$ cat src/rtl/prog_mem.sv
`default_nettype none
// ============================================================================
// Module   : prog_mem
// Purpose  : Writable program memory with a registered fetch port. After
//            reset the array is filled with DEFAULT_WORD, one word per cycle,
//            then registered fetches are served to the CPU front end. A
//            sequential load port lets the boot path overwrite the program
//            from address 0 upward.
// Ports    : CLK, RST           clock / synchronous active-high reset
//            FETCH_REQ/ADDR     fetch request and address (1-cycle latency)
//            FETCH_STALL        hold COMMAND/CMD_VALID, ignore FETCH_REQ
//            COMMAND/CMD_VALID  registered fetched word and its valid flag
//            LOAD_EN            level, load session active
//            LOAD_VALID/DATA    load word strobe and data
//            LOAD_DONE          one-cycle pulse when a load session ends
//            LOAD_OVF           sticky, a load word was dropped (memory full)
//            BUSY               high while clearing or loading
// Revision : 1.0  initial release
// ============================================================================
module prog_mem #(
  parameter int                DATA_W       = 16,
  parameter int                ADDR_W       = 16,
  parameter int                DEPTH        = 256,
  parameter logic [DATA_W-1:0] DEFAULT_WORD = 16'h4601
) (
  input  logic              CLK,
  input  logic              RST,
  input  logic              FETCH_REQ,
  input  logic [ADDR_W-1:0] FETCH_ADDR,
  input  logic              FETCH_STALL,
  output logic [DATA_W-1:0] COMMAND,
  output logic              CMD_VALID,
  input  logic              LOAD_EN,
  input  logic              LOAD_VALID,
  input  logic [DATA_W-1:0] LOAD_DATA,
  output logic              LOAD_DONE,
  output logic              LOAD_OVF,
  output logic              BUSY
);

  // Array index width (at least one bit so DEPTH=1 still elaborates).
  localparam int c_MEM_AW = (DEPTH > 1) ? $clog2(DEPTH) : 1;
  // The pointer must be able to hold the value DEPTH itself: a full load
  // parks it there and further words are dropped instead of wrapping.
  localparam int c_PTR_W  = $clog2(DEPTH + 1);

  // Fetch range check runs on the full address width plus one bit, so a
  // DEPTH equal to 2**ADDR_W is still representable.
  localparam logic [ADDR_W:0]    c_DEPTH_EXT = (ADDR_W + 1)'(DEPTH);
  localparam logic [c_PTR_W-1:0] c_PTR_DEPTH = c_PTR_W'(DEPTH);
  localparam logic [c_PTR_W-1:0] c_PTR_LAST  = c_PTR_W'(DEPTH - 1);

  typedef enum logic [1:0] {
    S_CLEAR = 2'd0,
    S_RUN   = 2'd1,
    S_LOAD  = 2'd2
  } state_t;

  state_t              r_state;
  logic [c_PTR_W-1:0]  r_ptr;        // shared fill / load write pointer
  logic                r_cmd_valid;
  logic                r_load_done;
  logic                r_load_ovf;
  logic                r_use_dflt;   // COMMAND shows DEFAULT_WORD, not RAM data
  logic [DATA_W-1:0]   r_rd_data;

  logic [DATA_W-1:0]   r_mem [DEPTH];

  logic                w_in_range;
  logic                w_run_fetch;
  logic                w_re;
  logic                w_load_wr;
  logic                w_we;
  logic [c_MEM_AW-1:0] w_waddr;
  logic [c_MEM_AW-1:0] w_raddr;
  logic [DATA_W-1:0]   w_wdata;

  // --------------------------------------------------------------------------
  // Memory port control. Writes only occur in CLEAR/LOAD and reads only in
  // RUN, so the single port is never asked to do both in one cycle.
  // --------------------------------------------------------------------------
  assign w_in_range  = ({1'b0, FETCH_ADDR} < c_DEPTH_EXT);
  assign w_run_fetch = (r_state == S_RUN) && !LOAD_EN && !FETCH_STALL && FETCH_REQ;
  assign w_re        = !RST && w_run_fetch && w_in_range;
  assign w_load_wr   = (r_state == S_LOAD) && LOAD_EN && LOAD_VALID &&
                       (r_ptr < c_PTR_DEPTH);
  assign w_we        = !RST && ((r_state == S_CLEAR) || w_load_wr);
  assign w_waddr     = r_ptr[c_MEM_AW-1:0];
  assign w_raddr     = FETCH_ADDR[c_MEM_AW-1:0];
  assign w_wdata     = (r_state == S_CLEAR) ? DEFAULT_WORD : LOAD_DATA;

  // Plain synchronous single-port RAM with a read-enabled output register,
  // kept free of reset so it maps onto block RAM. The read register only
  // updates on an accepted in-range fetch, which gives the hold behaviour.
  always_ff @(posedge CLK) begin
    if (w_we) begin
      r_mem[w_waddr] <= w_wdata;
    end
    if (w_re) begin
      r_rd_data <= r_mem[w_raddr];
    end
  end

  // --------------------------------------------------------------------------
  // Sequencer: CLEAR -> RUN <-> LOAD
  // --------------------------------------------------------------------------
  always_ff @(posedge CLK) begin
    if (RST) begin
      r_state     <= S_CLEAR;
      r_ptr       <= '0;
      r_cmd_valid <= 1'b0;
      r_load_done <= 1'b0;
      r_load_ovf  <= 1'b0;
      r_use_dflt  <= 1'b1;
    end else begin
      r_load_done <= 1'b0;
      case (r_state)
        S_CLEAR: begin
          // One default word per cycle; the last write is at DEPTH-1.
          if (r_ptr == c_PTR_LAST) begin
            r_state <= S_RUN;
            r_ptr   <= '0;
          end else begin
            r_ptr <= r_ptr + 1'b1;
          end
        end

        S_RUN: begin
          if (LOAD_EN) begin
            // Load entry wins over any fetch presented in the same cycle.
            r_state     <= S_LOAD;
            r_ptr       <= '0;
            r_load_ovf  <= 1'b0;
            r_cmd_valid <= 1'b0;
          end else if (FETCH_STALL) begin
            r_cmd_valid <= r_cmd_valid;
          end else if (FETCH_REQ) begin
            r_cmd_valid <= 1'b1;
            r_use_dflt  <= !w_in_range;
          end else begin
            r_cmd_valid <= 1'b0;
          end
        end

        S_LOAD: begin
          if (!LOAD_EN) begin
            r_state     <= S_RUN;
            r_load_done <= 1'b1;
          end else if (LOAD_VALID) begin
            if (r_ptr < c_PTR_DEPTH) begin
              r_ptr <= r_ptr + 1'b1;
            end else begin
              r_load_ovf <= 1'b1;
            end
          end
        end

        default: begin
          r_state <= S_CLEAR;
          r_ptr   <= '0;
        end
      endcase
    end
  end

  assign COMMAND   = r_use_dflt ? DEFAULT_WORD : r_rd_data;
  assign CMD_VALID = r_cmd_valid;
  assign LOAD_DONE = r_load_done;
  assign LOAD_OVF  = r_load_ovf;
  assign BUSY      = (r_state != S_RUN);

endmodule
`default_nettype wire

$ cat config.mk
export PLATFORM = sky130hd
export DESIGN_NAME = prog_mem
export DESIGN_NICKNAME = d
export VERILOG_FILES = /design/src/rtl/prog_mem.sv
export SDC_FILE = /design/constraint.sdc
export NUM_CORES = 2
export LEC_CHECK = 0
export BUFFER_PORTS_ARGS = -buffer_cell sky130_fd_sc_hd__buf_2
export CAP_MARGIN = 5
export CORE_MARGIN = 2
export CORE_UTILIZATION = 45
export DETAILED_ROUTE_END_ITERATION = 7
export GPL_TIMING_DRIVEN = 0
export PLACE_DENSITY = 0.7
export SETUP_SLACK_MARGIN = 0.02
export SYNTH_ARGS = -nofsm -noshare
export SYNTH_HDL_FRONTEND = slang
export SYNTH_SLANG_ARGS = --single-unit
$ cat constraint.sdc
create_clock -name CLK -period 16.36 [get_ports CLK]
set_input_delay 3.272 -clock CLK [delete_from_list [all_inputs] [get_ports CLK]]
set_output_delay 3.272 -clock CLK [all_outputs]
set_load 0.03 [all_outputs]
=== Yosys cells after proc, flatten, opt, wreduce, memory -nomap -nowiden ===
Memories as Yosys holds them, arrays and structs flattened. A register that Yosys moved wholly into a read port is not among the register bits.
Index checks and enable logic that the tools add are counted.

* Bits in writable memories: 4096
* Bits in registers: 15
* Bits of input ports: 38
* Memories kept: 1
* Output and inout bits: 20
* Word-level logic and storage cells: 70

* Equal/unequal tests: 12
* $add $sub $neg: 1
* Bitwise gates (word level): 3
* Muxes and demuxes: 23
* Magnitude comparators: 2
* Reduce and logical (&&, ||, !) cells: 22

{| class="wikitable"
|+ Memory list
! memory !! words !! bits a word !! read ports !! clocked after memory_dff !! wr ports !! line !! RTL
|-
| r_mem || 256 || 16 || 1 || 1 || 1 || 67 || <nowiki>logic [DATA_W-1:0] r_mem [DEPTH];</nowiki>
|}

{| class="wikitable"
|+ Operators by type and width
! operator !! number
|-
| 2-to-1 mux 9 bit || 5
|-
| 2-to-1 mux 16 bit || 2
|-
| case mux 9 bit (3 select lines) || 1
|-
| < comparator 16 x 9 -> 1 bit (second input constant) || 1
|-
| 2-to-1 mux 1 bit || 10
|-
| != test 2 bit (second input constant) || 5
|-
| adder 9 x 1 -> 9 bit (second input constant) || 1
|-
| equality test 9 x 8 -> 1 bit (second input constant) || 1
|-
| logical AND 1 bit || 9
|-
| < comparator 9 bit (second input constant) || 1
|-
| != test 2 x 1 -> 1 bit (second input constant) || 4
|-
| AND reduction 4 bit || 2
|-
| 2-to-1 mux 2 bit || 3
|-
| case mux 2 bit (3 select lines) || 1
|-
| AND reduction 5 bit || 1
|-
| zero test 1 bit || 4
|-
| inverter 1 bit || 3
|-
| AND reduction 3 bit || 1
|-
| equality test 2 x 1 -> 1 bit (second input constant) || 1
|-
| equality test 2 bit (second input constant) || 1
|-
| zero test 2 bit || 1
|-
| case mux 1 bit (2 select lines) || 1
|-
| AND reduction 2 bit || 1
|-
| nonzero test 2 bit || 1
|-
| 2 further kinds || 2
|}

=== Longest topological paths before layout ===
* Depth in word-level cells: 8
* Mapped depth: 12
* Depth with buffers taken out: 11

=== Least setup slack after synthesis ===
No wires, ideal clock.

* Kind: input to register
* Start point: in LOAD_DATA[11]
* End point: mem r_mem[0][11], data pin
* Data required time: 14.911 ns
* Stages: 1
* Buffers on the path: 0
* Arrival: 9.417 ns
* Setup time: 1.449 ns
* Setup slack: 5.494 ns
* Path through: nor2b_1

* Word-level cells in the longest chain between the ends: 1

{| class="wikitable"
|+ RTL lines
! what !! line !! RTL
|-
| start, declared || 35 || <nowiki>input logic [DATA_W-1:0] LOAD_DATA,</nowiki>
|-
| 2-to-1 mux 16 bit || 90 || <nowiki>assign w_wdata = (r_state == S_CLEAR) ? DEFAULT_WORD : LOAD_DATA;</nowiki>
|-
| end, declared || 67 ||
|}

Every way passes these cells.

=== Worst setup path after layout ===
* Start point: in FETCH_ADDR[2]
* End point: reg r_rd_data[12], read port of r_mem, data pin

* Word-level cells in the longest chain between the ends: 2

{| class="wikitable"
|+ RTL lines
! what !! line !! RTL
|-
| start, declared || 29 || <nowiki>input logic [ADDR_W-1:0] FETCH_ADDR,</nowiki>
|-
| < comparator 16 x 9 -> 1 bit || 82 || <nowiki>assign w_in_range = ({1'b0, FETCH_ADDR} < c_DEPTH_EXT);</nowiki>
|-
| logical AND 1 bit || 84 || <nowiki>assign w_re = !RST && w_run_fetch && w_in_range;</nowiki>
|-
| end, declared || 65 || <nowiki>logic [DATA_W-1:0] r_rd_data;</nowiki>
|}

Parallel ways exist; a longest one is shown, timed or not.
A chain may end at the register's enable or synchronous reset.

==> key figures <==
Cells and area
  – Fill cells: 26.8k
  – Nets@finish: 8384
  – Final std cells w/o fill: between 10k and 15k
  – Fraction of layout cells with a size suffix above 1: 26.7%
  – Area delta synth->final: 16.4%
  – Post-Layout Inst Area: approximately 190000 µm²

Timing
  – Worst setup margin: a little under 8 ns
  – Setup violators final: 0
  – Worst relative slew slack: -6.99%
  – Clk_skew: approximately 0.065 ns
  – RSZ-0062 raised after global routing: no
  – Fin. Hold Viols: 0
  – Final period util: about half
  – Setup Total Neg Slack: 0 ns
  – Min cycle time layout: 8.43 ns
  – Max Clk Rate: between 100 and 150 MHz
  – Final slew viol count: 58
  – Hold_ws: a little over 0.5 ns
  – Worst slew pin tran: 1.60 ns

CTS
  – CTS Buffer Depth: 4
  – Root Buffer: clkbuf_16
  – Clock transition at path regs: about 0.06 ns
  – Post-CTS setup buffer count: 0
  – Num Clock Sinks: 4127
  – CTS tree: built
  – Latest clock arrival within the worst-skew pair: 1.01 ns
  – Post-CTS Hold Buffers: 0
  – Total CTS buffers: ~400
  – CTS resizes: 0
  – # H-tree levels: 5

Synthesis
  – Netlist cell types: ~70
  – Mapped Cells: roughly 7.5k
  – Synthesized area per cell: ~21 µm²
  – Main synth FF type: edfxtp_1
  – Main combinational cell family by area after synthesis: multiplexers
  – Synth Warn #: 0
  – Synth Cell Area: approximately 160000 µm²
  – Post-synth EDFFs: 4112
  – Synth Area in Simple Gates: between 2 and 2.5%
  – Post-synthesis mux area share: between 10% and 20%
  – Mapped Nets: 7593
  – Compound-Gate Fraction of Synth Area: approximately 3.2%
  – #FFs+latches synth: between 4k and 5k
  – Post-synthesis adder-cell area fraction: 0.0467%
  – Sequential area share after synthesis: between 70% and 80%
  – Xor and xnor fraction of the mapped netlist area: 0%
  – Synth async-reset ratio: 0%

Global route
  – Number of global-route vias before repair: roughly 86k
  – Met2 Usage GRT: 44.3%
  – Met3 usage: between 10% and 20%
  – Met1 GRT Util: 38.8%
  – Initial antenna violation count: 42
  – Gr usage total: 30.7%
  – Largest net degree at the start of global routing: 94
  – Global-route wire length before repair: about 750000 µm
  – Gr busiest metal: met2
  – Gr ovfl total: 0

Hold path
  – Min-delay worst type: reg -> reg
  – Worst hold start: CMD_VALID$_SDFFE_PP0P_
  – Hold Path End: CMD_VALID$_SDFFE_PP0P_
  – Hold Crit Depth: 2

Worst setup path
  – Reg-to-reg critical path startpoint: r_ptr[8]$_SDFFE_PP0P_
  – Reg2Reg Depth: 7
  – CP startpoint kind: input pin
  – Worst Setup End Kind: flip-flop
  – Max stage delay cell, worst path: clkbuf_1
  – Worst path cell trace: buf_2 > buf_4 > buf_6 > clkbuf_1 > clkbuf_2 > clkbuf_1 > a21oi_1 > o21ai_0 > nand3_1 > nor4_1
  – CP arrival: between 9 and 10 ns
  – Required time worst endpoint: roughly 17 ns
  – WS Path Type: in -> reg
  – Reg2reg setup slack: approximately 11 ns
  – Most frequent CP cell: clkbuf_1
  – Reg2reg end: r_mem[122][5]$_DFFE_PP_
  – CP max FO: 11
  – Max incr delay on CP: approximately 1 ns
  – WP buf/inv: 6
  – Cell family with the largest share of critical-path delay: buffers and inverters

Place
  – Placed Area: 174000 µm²
  – Routability cong.: 1.02
  – DP HPWL: ~390000 µm
  – Place WS: about 7.4 ns
  – Placed cells: approximately 13k
  – IO Port Bufs: 52

Floorplan
  – Initial Utilization: 45.2%
  – Area of the die: between 300000 and 400000 µm²
  – Row count: roughly 220
  – I/O Pins: between 50 and 60
  – Die Height: approximately 600 µm
  – Die width: 602 µm
  – Core Area: about 360000 µm²

Routing
  – Total number of vias: between 90k and 100k
  – Final wirelength: about 570000 µm
  – Post-route ant nets: 0
  – First-pass DRT Iterations: 8
  – Routed len/inst: roughly 42 µm
  – DR iter-0 viols: ~18k
  – Post-DR vias/cell: between 6 and 7
  – Drt drc: 2

Power and ir drop
  – Max VDD drop: 98.6 µV
  – LEAKAGE: approximately 60 nW
  – Power Dens Cells: 117 nW/µm²

Flow run
  – Maxcap violations: 6

Status
  – Failing checks: design-rule violations, max-capacitance violations, max-slew violations
  – Status: finished, violations left
## where the power goes
group,internal (mW),switching [mW]
Sequential,11.5,0.00243
Combinational,0.380,0.791
Clock,5.16,4.07
## state kept, by name, indices dropped and copies added (netlist names)
signal	cells
r_mem	4096
r_rd_data	16
r_ptr	9
r_state	2
CMD_VALID	1
LOAD_DONE	1
LOAD_OVF	1
r_use_dflt	1
## routing by layer
| layer | wire length (µm) | part of all wire, % |
|---|---|---|
| met1 | 189000 | 33 |
| met2 | 244000 | 43 |
| met3 | 92600 | 16 |
| met4 | 40600 | 7.2 |
| met5 | 291 | 0.051 |
## cells in the mapped netlist (all sizes together) (74+ instances only)
cell | instances | area [µm²]
nand2 | 129 | 499
a21oi | 100 | 500
mux4 | 828 | 18900
edfxtp | 4112 | 123000
buf | 270 | 2740
a22oi | 74 | 556
o221ai | 118 | 1060
o22ai | 215 | 1400
nor3 | 148 | 741
clkbuf | 172 | 671
mux2i | 574 | 5750
nor2 | 353 | 1330
o21ai | 85 | 425
## worst max path at each step
| stage | startpoint | end | slack (ns) | cells after the start |
|---|---|---|---|---|
| after floorplan | LOAD_DATA[11] | r_mem[0][11]$_DFFE_PP_ | 5.49 | 1 |
| after CTS | FETCH_ADDR[2] | r_rd_data[12]$_DFFE_PP_ | 8.40 | 10 |
| final | FETCH_ADDR[2] | r_rd_data[12]$_DFFE_PP_ | 7.93 | 10 |
| after global routing | FETCH_ADDR[2] | r_rd_data[12]$_DFFE_PP_ | 8.38 | 10 |
| after global placement | LOAD_DATA[1] | r_mem[100][1]$_DFFE_PP_ | -2.93 | 2 |
| after detailed placement | FETCH_ADDR[2] | r_rd_data[12]$_DFFE_PP_ | 7.38 | 10 |
## logic make-up (layout without fill, tap and decap cells)
family                     after synthesis  count (layout)
buffers and inverters                  455            1572
AOI/OAI and AO/OA                      731             731
other                                    0              25
DFF                                   4127            4127
muxes                                 1406            1406
adders and majority gates                6               6
and+or+nand+nor                        824             824
## area by class of cell
cell class	instances	area, µm²	area share (%)
plain buffers	443	3470	1.85
clock buffers	486	10400	5.55
multi-input cells	2967	34600	18.5
clock inverters	243	2420	1.29
inverters	12	45.0	0.0240
repair buffers	388	6620	3.53
diodes	25	62.6	0.0334
flip-flops and latches	4127	124000	66.1
well taps	4751	5940	3.17
## worst min-delay path: stages, from the launching register on
cell and delay [ns]:
dfxtp_1 0.31, o21ai_0 0.07, a21oi_1 0.07
## cells in the final DEF, fill, tap and decap left out, types with 71 or more instances in the layout
cell type,Yosys,routed
o21ai_0,79,71
o221ai_1,113,113
a22oi_1,74,74
buf_2,82,139
a21oi_1,100,100
nor2_2,0,216
buf_12,47,115
nand2_1,123,123
o22ai_1,206,206
mux2i_1,574,574
edfxtp_1,4112,4112
clkinv_1,1,86
buf_8,19,192
clkbuf_16,0,404
clkinv_2,0,86
mux4_2,759,759
clkbuf_1,167,215
buf_16,0,83
buf_6,71,72
nor3_1,148,148
nor2_1,353,96
## stage by stage
| stage | total power, mW | utilization [%] |
|---|---|---|
| 2_1_floorplan | 12.3 | - |
| 3_3_place_gp | 12.8 | 46.9 |
| 3_5_place_dp | 12.8 | 49.0 |
| 4_1_cts | 21.8 | 52.6 |
| 5_1_grt | 22.2 | 52.6 |
| 6_report | 21.9 | 52.6 |
(Power assumes the default switching activity.)
